### config.mk
export PLATFORM = sky130hd
export DESIGN_NAME = io_access_ctrl_flat
export DESIGN_NICKNAME = d
export VERILOG_FILES = /design/src/rtl/io_access_ctrl_pkg.sv /design/src/rtl/io_access_ctrl_if.sv /design/src/rtl/io_access_ctrl_decode.sv /design/src/rtl/io_access_ctrl.sv /design/src/flat_wrapper.sv
export SDC_FILE = /design/constraint.sdc
export NUM_CORES = 1
export LEC_CHECK = 0
export BUFFER_PORTS_ARGS = -buffer_cell sky130_fd_sc_hd__buf_2
export CORE_MARGIN = 3
export CORE_UTILIZATION = 25
export CTS_BUF_LIST = sky130_fd_sc_hd__clkbuf_8 sky130_fd_sc_hd__clkbuf_16
export CTS_CLUSTER_SIZE = 40
export DETAILED_ROUTE_END_ITERATION = 6
export HOLD_SLACK_MARGIN = 0.08
export SETUP_SLACK_MARGIN = 0.3
export SLEW_MARGIN = 20
export SYNTH_ARGS = -nofsm -noshare
export SYNTH_HDL_FRONTEND = slang
export SYNTH_HIERARCHICAL = 1
export SYNTH_SLANG_ARGS = --single-unit
### constraint.sdc
create_clock -name clock -period 10.7 [get_ports clock]
set_input_delay 0.535 -clock clock [delete_from_list [all_inputs] [get_ports clock]]
set_output_delay 0.535 -clock clock [all_outputs]
set_load 0.03 [all_outputs]
### src/rtl/io_access_ctrl_pkg.sv
// Shared definitions for the memory-mapped IO window: peripheral addresses,
// access-sequencer state encoding and the read value returned on a device timeout.
package io_defs;

   localparam logic [7:0]  IO_SW       = 8'h60;
   localparam logic [7:0]  IO_LED      = 8'h62;
   localparam logic [7:0]  IO_SEG      = 8'h70;
   localparam logic [3:0]  IO_DEV_BASE = 4'h8;

   localparam logic [1:0]  ST_IDLE_ENC     = 2'd0;
   localparam logic [1:0]  ST_WAIT_ACK_ENC = 2'd1;
   localparam logic [1:0]  ST_DONE_ENC     = 2'd2;

   typedef enum logic [1:0] {
      ST_IDLE     = ST_IDLE_ENC,
      ST_WAIT_ACK = ST_WAIT_ACK_ENC,
      ST_DONE     = ST_DONE_ENC
   } io_state_t;

   localparam logic [31:0] DEF_ERR_DATA = 32'hDEAD_BEEF;

endpackage

### src/rtl/io_access_ctrl_if.sv
// CPU-side IO bus: access strobes, address and store data from the core,
// load data and the stall back to it.
interface io_access_ctrl_if;

   logic        IORead;
   logic        IOWrite;
   logic [7:0]  io_addr;
   logic [31:0] wdata;
   logic [31:0] rdata;
   logic        stall;

   modport master (
      output IORead, IOWrite, io_addr, wdata,
      input  rdata, stall
   );

   modport slave (
      input  IORead, IOWrite, io_addr, wdata,
      output rdata, stall
   );

endinterface

### src/rtl/io_access_ctrl_decode.sv
// Low-address-byte decoder for the IO window; purely combinational so any
// IO block can share it.
module io_addr_decode
   import io_defs::*;
(
   input  logic [7:0] io_addr,
   output logic       is_sw,
   output logic       is_led,
   output logic       is_seg,
   output logic       is_dev,
   output logic       unmapped
);

   // Map the address byte onto exactly one peripheral select, or unmapped.
   always_comb begin
      is_sw    = (io_addr == IO_SW);
      is_led   = (io_addr == IO_LED);
      is_seg   = (io_addr == IO_SEG);
      is_dev   = (io_addr[7:4] == IO_DEV_BASE);
      unmapped = ~(is_sw | is_led | is_seg | is_dev);
   end

endmodule

### src/rtl/io_access_ctrl.sv
// Sequences CPU IO accesses: fast registers complete in one stall cycle,
// the slow device goes through a req/ack handshake bounded by TIMEOUT.
module io_access_ctrl
   import io_defs::*;
#(
   parameter int unsigned TIMEOUT  = 255,
   parameter logic [31:0] ERR_DATA = DEF_ERR_DATA
)(
   input  logic               clock,
   input  logic               reset,
   io_access_ctrl_if.slave    bus,
   input  logic [15:0]        switch_in,
   output logic [15:0]        led_out,
   output logic [31:0]        seg_out,
   output logic               dev_req,
   output logic               dev_we,
   output logic [3:0]         dev_addr,
   output logic [31:0]        dev_wdata,
   input  logic [31:0]        dev_rdata,
   input  logic               dev_ack,
   output logic               io_err
);

   localparam logic [15:0] TO_LAST = 16'(TIMEOUT - 1);

   io_state_t   state_r;
   logic [15:0] cnt_r;
   logic [31:0] rdata_r;
   logic [15:0] led_r;
   logic [31:0] seg_r;
   logic        dev_req_r;
   logic        dev_we_r;
   logic [3:0]  dev_addr_r;
   logic [31:0] dev_wdata_r;
   logic        io_err_r;
   logic        stall_s;
   logic        req_s;
   logic        conflict_s;
   logic        is_sw_s, is_led_s, is_seg_s, is_dev_s, unmapped_s;

   io_addr_decode u_decode (
      .io_addr  (bus.io_addr),
      .is_sw    (is_sw_s),
      .is_led   (is_led_s),
      .is_seg   (is_seg_s),
      .is_dev   (is_dev_s),
      .unmapped (unmapped_s)
   );

   assign req_s      = bus.IORead | bus.IOWrite;
   assign conflict_s = bus.IORead & bus.IOWrite;

   // Stall the core from request acceptance until the DONE cycle; forced low in reset.
   always_comb begin
      stall_s = 1'b0;
      if (reset) begin
         stall_s = 1'b0;
      end else begin
         case (state_r)
            ST_IDLE:     stall_s = req_s;
            ST_WAIT_ACK: stall_s = 1'b1;
            ST_DONE:     stall_s = 1'b0;
            default:     stall_s = 1'b0;
         endcase
      end
   end

   // Access FSM together with the peripheral registers and the ack timeout counter.
   always_ff @(posedge clock or posedge reset) begin
      if (reset) begin
         state_r     <= ST_IDLE;
         cnt_r       <= 16'd0;
         rdata_r     <= 32'd0;
         led_r       <= 16'd0;
         seg_r       <= 32'd0;
         dev_req_r   <= 1'b0;
         dev_we_r    <= 1'b0;
         dev_addr_r  <= 4'd0;
         dev_wdata_r <= 32'd0;
         io_err_r    <= 1'b0;
      end else begin
         case (state_r)
            ST_IDLE: begin
               if (req_s) begin
                  if (conflict_s || unmapped_s) begin
                     // Simultaneous read+write counts as unmapped: flag only, no side effects.
                     io_err_r <= 1'b1;
                     if (bus.IORead) rdata_r <= 32'd0;
                     state_r <= ST_DONE;
                  end else if (is_dev_s) begin
                     dev_req_r   <= 1'b1;
                     dev_we_r    <= bus.IOWrite;
                     dev_addr_r  <= bus.io_addr[3:0];
                     dev_wdata_r <= bus.wdata;
                     cnt_r       <= 16'd0;
                     state_r     <= ST_WAIT_ACK;
                  end else begin
                     if (bus.IOWrite) begin
                        if (is_led_s) led_r <= bus.wdata[15:0];
                        if (is_seg_s) seg_r <= bus.wdata;
                     end else begin
                        if (is_sw_s)       rdata_r <= {16'd0, switch_in};
                        else if (is_led_s) rdata_r <= {16'd0, led_r};
                        else               rdata_r <= seg_r;
                     end
                     state_r <= ST_DONE;
                  end
               end
            end
            ST_WAIT_ACK: begin
               // An ack in the timeout cycle takes priority and completes cleanly.
               if (dev_ack) begin
                  dev_req_r <= 1'b0;
                  dev_we_r  <= 1'b0;
                  if (!dev_we_r) rdata_r <= dev_rdata;
                  state_r <= ST_DONE;
               end else if (cnt_r == TO_LAST) begin
                  dev_req_r <= 1'b0;
                  dev_we_r  <= 1'b0;
                  if (!dev_we_r) rdata_r <= ERR_DATA;
                  io_err_r <= 1'b1;
                  state_r  <= ST_DONE;
               end else begin
                  cnt_r <= cnt_r + 16'd1;
               end
            end
            ST_DONE: state_r <= ST_IDLE;
            default: state_r <= ST_IDLE;
         endcase
      end
   end

   assign bus.rdata = rdata_r;
   assign bus.stall = stall_s;
   assign led_out   = led_r;
   assign seg_out   = seg_r;
   assign dev_req   = dev_req_r;
   assign dev_we    = dev_we_r;
   assign dev_addr  = dev_addr_r;
   assign dev_wdata = dev_wdata_r;
   assign io_err    = io_err_r;

endmodule

### src/flat_wrapper.sv
// flat-port wrapper written by rule: the top's interface ports become plain ports
module io_access_ctrl_flat import io_defs::*;
#(
   parameter int unsigned TIMEOUT  = 255,
   parameter logic [31:0] ERR_DATA = DEF_ERR_DATA
)
  (clock, reset, switch_in, led_out, seg_out, dev_req, dev_we, dev_addr, dev_wdata, dev_rdata, dev_ack, io_err, bus_IORead, bus_IOWrite, bus_io_addr, bus_wdata, bus_rdata, bus_stall);
  io_access_ctrl_if bus_i ();
  input  logic clock;
  input  logic reset;
  input  logic [15:0] switch_in;
  output logic [15:0] led_out;
  output logic [31:0] seg_out;
  output logic dev_req;
  output logic dev_we;
  output logic [3:0] dev_addr;
  output logic [31:0] dev_wdata;
  input  logic [31:0] dev_rdata;
  input  logic dev_ack;
  output logic io_err;
  input wire logic [$bits(bus_i.IORead)-1:0] bus_IORead;
  input wire logic [$bits(bus_i.IOWrite)-1:0] bus_IOWrite;
  input wire logic [$bits(bus_i.io_addr)-1:0] bus_io_addr;
  input wire logic [$bits(bus_i.wdata)-1:0] bus_wdata;
  output wire logic [$bits(bus_i.rdata)-1:0] bus_rdata;
  output wire logic [$bits(bus_i.stall)-1:0] bus_stall;
  assign bus_i.IORead = bus_IORead;
  assign bus_i.IOWrite = bus_IOWrite;
  assign bus_i.io_addr = bus_io_addr;
  assign bus_i.wdata = bus_wdata;
  assign bus_rdata = bus_i.rdata;
  assign bus_stall = bus_i.stall;
  io_access_ctrl #(.TIMEOUT(TIMEOUT), .ERR_DATA(ERR_DATA)) u_core (.clock(clock), .reset(reset), .bus(bus_i), .switch_in(switch_in), .led_out(led_out), .seg_out(seg_out), .dev_req(dev_req), .dev_we(dev_we), .dev_addr(dev_addr), .dev_wdata(dev_wdata), .dev_rdata(dev_rdata), .dev_ack(dev_ack), .io_err(io_err));
endmodule
==> impl_metrics.json <==
{
  "synth_most_common_cell": "nand2_1",
  "yosys.area.top_type": "dfrtp_1",
  "final_antenna_net_count": 0,
  "totalPowerFinal_w": 0.00121,
  "intPower_w": 0.000889,
  "final_cells": 1174,
  "clock_skew_ns": 0.0131,
  "synth_edf_count": 0,
  "critPathTopFamily": "simple AND/OR/NAND/NOR gates",
  "max-vdd-ir-drop_uv": 83.0,
  "p_sw_share_pct": 26.3,
  "synth.area.top_cells": "dfrtp_1, mux2_2, nand2_1",
  "clkPwrFrac_pct": 47.5,
  "crit_fanout": 41,
  "reg2reg_setup_slack_ns": 7.83,
  "syn_to_final_growth_pct": 28.8,
  "dr.pass1.iters": 4,
  "clock_latency_ns": 0.42,
  "cp_data_arrival_time_ns": 3.38,
  "grt_pass1_wl_um": 32300,
  "power_density_nw_per_um2": 142,
  "die_w_um": 169,
  "fp.dieH_um": 169,
  "vias": 5486,
  "rsz0062_at_grt": "no",
  "async_reset_ff_share_pct": 100,
  "cts_setup_buffers": 0,
  "status": "finished, final reports clean",
  "maxCapViolCount": 0,
  "synthesis.nets": 730,
  "cts_tree": "done",
  "synth_flop_cell": "dfrtp_1",
  "io_pins": 213,
  "final_core_util_pct": 33.2,
  "routed_via_density": 4.67,
  "hpwl_um": 14200,
  "path_depth": 8,
  "p_switching_w": 0.000318,
  "r2r-end": "u_core/bus.rdata[15]$_DFFE_PP0P_",
  "placed_cells": 1140,
  "cts.repair.resized": 0,
  "synth.distinct_cells": 54,
  "setup_tns_ns": 0,
  "syn_area_per_cell_um2": 10.4,
  "synthTopCellsByCount": "nand2_1, dfrtp_1, mux2_2",
  "leakage_nw": 4.58,
  "fin_crit_ns": 3.09,
  "fin_crit_sh_pct": 28.8,
  "syn_inst": 635,
  "cp.required_ns": 10.99,
  "critPathKind": "in -> reg",
  "setup_viol_count_final": 0,
  "relSlewSlack_pct": 30.6,
  "ys_seq_area_share_pct": 51.9,
  "cp-end-kind": "register",
  "grt_max_degree": 74,
  "cts.sinks": 137,
  "gr-total-overflow": 0,
  "dpl_worst_slack_ns": 6.95,
  "drc": 0,
  "setup_ws_ns": 7.61,
  "reg2regPathDepth": 7,
  "ctsLongestPathBuffers": 2,
  "crit_buf_inv": 1,
  "power_frac_seq_pct": 44.6,
  "grt_usage_pct": 14.5,
  "max_freq_mhz": 324,
  "gp_congestion": 0.792,
  "routed_wl_um": 20500,
  "syn_area_um2": 6610,
  "crit_chain": "buf_2 -> nor4b_2 -> o21ba_1 -> nor3_2 -> nand3_1 -> or2_2 -> nand2_1 -> mux2_2",
  "report.final.slew_viol_count": 0,
  "hold_path_class": "in -> async",
  "synth_top_area_share_pct": 51.9,
  "hold_viol_final": 0,
  "io_buffers": 212,
  "ys_warn_count": 6,
  "cp-start-kind": "primary input",
  "h-tree-depth": 4,
  "pwr-share-comb_pct": 7.9,
  "rr_startpoint": "u_core/cnt_r[0]$_DFFE_PP0P_",
  "coreArea_um2": 25600,
  "initial_core_util_pct": 25.8,
  "cpPeakStageDelay_ns": 0.79,
  "fp.dieArea_um2": 28400,
  "drive_above_1_share_pct": 42.3,
  "post_drt_wl_per_cell_um": 17.5,
  "tightest_slew_ns": 1.04,
  "clkTransAtPathRegs_ns": 0.07,
  "grt_antenna_before_repair": 4,
  "finish.net_count": 924,
  "cts_hold_buf": 0,
  "cts_buffers": 17,
  "drt_iter0_drc": 274,
  "slowest_stage": "or2_2",
  "grt_pass1_vias": 5670,
  "cts_root_buf": "clkbuf_16",
  "rows": 58,
  "ys_seq_elements": 137
}
[layer usage]
| metal | GRT usage [%] | part of all wire (%) | up-vias |
|---|---|---|---|
| met5 | 0 | 0.10 | - |
| met4 | 3.84 | 1.8 | 4 |
| met3 | 4.62 | 7.3 | 24 |
| met2 | 23.3 | 46 | 214 |
| met1 | 19.0 | 45 | 2661 |
| li1 | - | - | 2583 |
[through the flow]
stage | area (µm²) | hold WS [ns]
2_1_floorplan | 6610 | 0.460
3_3_place_gp | 7940 | 0.452
3_5_place_dp | 7940 | 0.456
4_1_cts | 8500 | 0.269
5_1_grt | 8510 | 0.292
6_report | 8510 | 0.255
[area by class of cell]
cell class	count	area, µm²
well taps	330	413
multi-input cells	424	2880
diodes	2	5.00
fillers	2643	17100
inverters	31	121
clock inverters	14	123
clock buffers	18	439
repair buffers	218	1110
flip-flops and latches	137	3430
[cell families after synthesis]
| logic type | synth area share, % |
|---|---|
| simple gates | 16.4 |
| flops | 51.9 |
| mux | 16.2 |
| compound gates | 8.84 |
| buf+inv | 5.26 |
| xor+xnor | 1.06 |
| fa+ha+maj | 0.379 |
[state kept, by name, indices dropped and copies added, names as in the netlist]
name	cells
u_core/seg_out	32
u_core/io_err	1
u_core/bus.rdata	32
u_core/dev_req	1
u_core/dev_addr	4
u_core/led_out	16
u_core/cnt_r	16
u_core/dev_wdata	32
u_core/state_r	2
u_core/dev_we	1
[power groups by stage]
stage	Clock, W	Combinational, W	Sequential [W]
floorplan	0	0.0000409	0.000562
global placement	0	0.0000968	0.000548
detailed placement	0	0.0000971	0.000548
CTS	0.000588	0.0000973	0.000538
global route	0.000613	0.000106	0.000540
finish	0.000573	0.0000954	0.000538
[worst max path at each step]
stage / to / startpoint
final: u_core/cnt_r[1]$_DFFE_PP0P_ / bus_io_addr[4]
after global placement: u_core/bus.rdata[26]$_DFFE_PP0P_ / bus_io_addr[4]
after CTS: u_core/bus.rdata[27]$_DFFE_PP0P_ / bus_io_addr[4]
after detailed placement: u_core/bus.rdata[21]$_DFFE_PP0P_ / bus_io_addr[4]
after floorplan: u_core/bus.rdata[0]$_DFFE_PP0P_ / reset
after global routing: u_core/cnt_r[1]$_DFFE_PP0P_ / bus_io_addr[4]
[layout by cell type (no fill, tap or decap), types with 3 or more instances in the layout]
| cell | n |
|---|---|
| buf_2 | 212 |
| nand2_1 | 138 |
| dfrtp_1 | 137 |
| mux2_2 | 80 |
| a21oi_1 | 33 |
| inv_1 | 30 |
| a31oi_1 | 25 |
| o21ai_0 | 20 |
| nand3_1 | 20 |
| clkbuf_16 | 17 |
| mux2i_1 | 16 |
| nor2_1 | 14 |
| xor2_1 | 6 |
| nand4_1 | 6 |
| buf_4 | 6 |
| clkinvlp_4 | 5 |
| and2_1 | 5 |
| o31ai_1 | 5 |
| or4_1 | 5 |
| clkinv_2 | 4 |
| inv_6 | 4 |
| nor4b_2 | 3 |
| nor3_1 | 3 |
| or2_2 | 3 |
| and3_1 | 3 |
[worst reg2reg max path, cell delays in order, from the launching register on]
cell       delay (ns)
dfrtp_1          0.40
inv_1            0.10
ha_1             0.14
nor4b_2          0.25
nand4_2          0.39
o2111ai_4        0.64
buf_4            0.43
mux2_2           0.40
Power figures use the tool's default switching activity.
